--- config.mk ---
export PLATFORM = sky130hd
export DESIGN_NAME = ram_refresh_arb
export DESIGN_NICKNAME = d
export VERILOG_FILES = /design/src/rtl/ram_refresh_arb.sv
export SDC_FILE = /design/constraint.sdc
export NUM_CORES = 1
export LEC_CHECK = 0
export CAP_MARGIN = 10
export CORE_ASPECT_RATIO = 1.2
export CORE_MARGIN = 4
export CORE_UTILIZATION = 30
export DETAILED_ROUTE_END_ITERATION = 10
export HOLD_SLACK_MARGIN = 0.08
export PLACE_DENSITY_LB_ADDON = 0.05
export SETUP_SLACK_MARGIN = 0.15
export SLEW_MARGIN = 15
export SYNTH_ARGS = -nofsm -noshare
export SYNTH_HDL_FRONTEND = slang
export SYNTH_SLANG_ARGS = --single-unit
--- constraint.sdc ---
create_clock -name CLK -period 2.4 [get_ports CLK]
set_input_delay 0.36 -clock CLK [delete_from_list [all_inputs] [get_ports CLK]]
set_output_delay 0.36 -clock CLK [all_outputs]
set_load 0.03 [all_outputs]
--- src/rtl/ram_refresh_arb.sv ---
// CAS-before-RAS refresh arbiter: performs one DRAM refresh per refresh period,
// opportunistically while the FSB is idle and forced by stalling RAM once urgent.
module ram_refresh_arb #(
    parameter int unsigned CBR_CYC = 1,
    parameter int unsigned RAS_CYC = 3,
    parameter int unsigned PRE_CYC = 2
) (
    input  logic CLK,
    input  logic RST,
    input  logic RefReq,
    input  logic RefUrg,
    input  logic BACT,
    input  logic RAMBusy,
    output logic RAMStall,
    output logic RefActive,
    output logic nRASref,
    output logic nCASref,
    output logic RefDone,
    output logic RefMiss
);

    localparam int unsigned CNT_W = 3;

    typedef enum logic [1:0] {
        IDLE = 2'd0,
        CBR  = 2'd1,
        RAS  = 2'd2,
        PRE  = 2'd3
    } state_t;

    state_t           state;
    state_t           state_next;
    logic [CNT_W-1:0] cnt;
    logic [CNT_W-1:0] cnt_next;
    logic             start;
    logic             last_pre;
    logic             req_q;

    // BACT is ignored once the period is urgent; a CPU access in progress is never aborted
    assign start = RefReq && !RefDone && !RAMBusy && (!BACT || RefUrg);

    always_comb begin
        state_next = state;
        cnt_next   = cnt;
        last_pre   = 1'b0;
        case (state)
            IDLE: begin
                if (start) begin
                    state_next = CBR;
                    cnt_next   = CNT_W'(CBR_CYC - 1);
                end
            end
            CBR: begin
                if (cnt == '0) begin
                    state_next = RAS;
                    cnt_next   = CNT_W'(RAS_CYC - 1);
                end else begin
                    cnt_next = cnt - CNT_W'(1);
                end
            end
            RAS: begin
                if (cnt == '0) begin
                    state_next = PRE;
                    cnt_next   = CNT_W'(PRE_CYC - 1);
                end else begin
                    cnt_next = cnt - CNT_W'(1);
                end
            end
            PRE: begin
                if (cnt == '0) begin
                    last_pre   = 1'b1;
                    state_next = IDLE;
                end else begin
                    cnt_next = cnt - CNT_W'(1);
                end
            end
            default: state_next = IDLE;
        endcase
    end

    // Strobes and status are registered from the next state so they align with it
    always_ff @(posedge CLK) begin
        if (RST) begin
            state     <= IDLE;
            cnt       <= '0;
            req_q     <= 1'b0;
            RAMStall  <= 1'b0;
            RefActive <= 1'b0;
            nRASref   <= 1'b1;
            nCASref   <= 1'b1;
            RefDone   <= 1'b0;
            RefMiss   <= 1'b0;
        end else begin
            state     <= state_next;
            cnt       <= cnt_next;
            req_q     <= RefReq;
            RefActive <= (state_next != IDLE);
            nCASref   <= !((state_next == CBR) || (state_next == RAS));
            nRASref   <= (state_next != RAS);
            RAMStall  <= (state_next != IDLE) || (RefUrg && RefReq && !RefDone);
            RefMiss   <= req_q && !RefReq && !RefDone && (state == IDLE);
            // A refresh finishing after RefReq dropped does not count for the new period
            if (last_pre) begin
                RefDone <= RefReq;
            end else if (!RefReq) begin
                RefDone <= 1'b0;
            end
        end
    end

endmodule
==> metrics.csv <==
stage;metric;value;unit
status;status;completed;
cells_and_area;final_cell_mix;dfxtp_1, clkdlybuf4s50_1, inv_1, nor2_1, ha_1;
cells_and_area;area_growth;25.1;%
routing;drt_iter0_markers;6;
timing;setup_violations;0;
grt;track_usage;10.6;%
run;drv_cap;0;
worst_setup_path;crit_buf_inv;1;
cells_and_area;n_antenna_cell;0;
placed_design;dp.cells;88;
cells_and_area;final_common_cell;dfxtp_1;
clocking;cts_max_level;1;
worst_setup_path;ff2ff_setup_slack;0.60;ns
cells_and_area;fillCellCount;203;
routing;vias;465;
grt;grt_max_degree;12;
floorplanning;core;1870;um^2
placed_design;place.gp.congestion;0.672;
timing;drv_slew;0;
timing;hold_viol_final;0;
grt;first_global_vias;494;
timing;fin_setup_tns;0;ns
routing;final_antenna_net_count;0;
clocking;ctsHoldBuffers;0;
cells_and_area;regArea;240;um^2
synth;ys_seq_elements;12;
cells_and_area;drive_gt1_share;17.8;%
clocking;cts_max_path_buffers;2;
timing;max-slew-margin-rel;76.2;%
power;power_leakage;0.300;nW
placed_design;hpwl;951;um
clocking;cts_tree;built;
synth;postSynth.asyncResetShare;0;%
power;power.density;1240;nW/um^2
routing;viasPerCell;5.05;
timing;clock.fmax;0.539;GHz
timing;tightest_slew;0.356;ns
synth;synth_edf_count;0;
cells_and_area;layout.cells.non_filler;92;
power;p_total;936;uW
timing;skew;0.00183;ns
routing;drcViolationCount;0;
clocking;post_cts_buffers;0;
worst_setup_path;crit_required;2.57;ns
worst_setup_path;critical-path-slowest-cell;clkdlybuf4s50_1;
synth;synth-main-ff-cell;dfxtp_1;
synth;syn_area_per_cell;10.1;um^2
floorplanning;ioPinCount;12;
synth;synthCells;60;
routing;finalWirelength;1200;um
clocking;cts_root_buffer;clkbuf_4;
clocking;clk_pin_slew;0.08;ns
synth;ys_seq_area_share;39.8;%
placed_design;io_buffers;11;
power;ir_worst_vdd;0.000469;V
synth;synthDistinctLibCells;32;
timing;fin_crit_sh;77.4;%
worst_setup_path;crit_chain;clkdlybuf4s50_1 > nor2b_1 > nor3_2 > o31ai_1 > ha_1 > nor2_1 > a31o_2;
synth;yosys_warnings;0;
timing;rsz0062_at_grt;false;
grt;grt_pass1_wl;2280;um
floorplanning;dieArea;2790;um^2
cells_and_area;nNetsFinal;84;
grt;grt-ovfl-total;0;
synth;syn_area;603;um^2
floorplanning;die_h;57.1;um
clocking;cts_resized;0;
grt;antenna_found_initial;0;
clocking;cts_made_buffers;3;
worst_setup_path;start_kind;primary input;
floorplanning;start_util;32.2;%
timing;fin_crit;1.86;ns
clocking;cts.sinks;12;
worst_setup_path;worstPathArrival;2.03;ns
worst_setup_path;crit_family;compound AO/OA/AOI/OAI gates;
worst_setup_path;worstPathMaxFanout;3;
floorplanning;die_x;48.9;um
floorplanning;fp-row-count;17;
worst_setup_path;cpPeakStageDelay;0.46;ns
routing;wl_per_cell;13.1;um
hold_path;holdCritPathClass;reg2reg;
worst_setup_path;worstSetupPathType;in2reg;
routing;drtPass1Iterations;3;
cells_and_area;multi_input_area;322;um^2
synth;syn_nets;70;
clocking;clock_latency;0.27;ns
worst_setup_path;crit_path_end_kind;flop;
per-stage QoR:
stage,utilization [%],instance area [um^2],hold WS [ns],setup slack (ns)
floorplan,-,603,0.426,0.765
global placement,38.4,718,0.467,0.222
detailed placement,38.4,718,0.466,0.237
CTS,40.3,754,0.479,0.529
global route,40.3,754,0.494,0.385
finish,40.3,754,0.473,0.543
layer usage:
metal  vias to the layer above  wire (um)  global-route usage (%)
met5                         -          0                       0
met3                         2         48                    3.13
met4                         0         14                    5.77
met2                         8        572                    15.5
met1                       215        566                    13.9
li1                        240          -                       -
cells in the mapped netlist (2+ instances only):
master / instances / share of area (%)
a21oi_1: 2 / 1.7
dfxtp_1: 12 / 40
ha_1: 4 / 8.3
inv_1: 6 / 3.7
nand2_1: 3 / 1.9
nor2_1: 5 / 3.1
nor3b_1: 2 / 2.5
o21ai_1: 2 / 1.7
area by class of cell:
cell class	instances	area share, %
Multi-Input combinational cell	40	42.6
Sequential cell	12	31.8
Timing Repair Buffer	11	14.6
Clock buffer	4	4.81
Tap cell	19	3.15
Inverter	6	2.99
path summary, 6_finish.rpt:
path	startpoint	to	cells after the start
hold / removal	req_q	RefMiss	1
setup / recovery	BACT	RAMStall	7
hold reg to reg	req_q	RefMiss	1
setup reg to reg	cnt[0]	RAMStall	7
report_power, final:
group          switching (mW)  internal [mW]  total, mW
clock network          0.0694         0.0921      0.162
logic                   0.247          0.204      0.451
registers              0.0606          0.262      0.323
logic make-up (layout without fill, tap and decap cells):
logic type	after synthesis	in the layout	share of synthesized area (%)
simple gates	22	22	24.5
compound gates	13	13	19.1
flops	12	12	39.8
buf+inv	8	21	6.85
fa+ha+maj	4	4	8.30
xor+xnor	1	1	1.45
registers in the layout, summed over array words and instances, names as in the netlist:
name	cells
RefDone	1
nCASref	1
req_q	1
RefMiss	1
RAMStall	1
state	2
nRASref	1
cnt	3
RefActive	1
(Power assumes the default switching activity.)
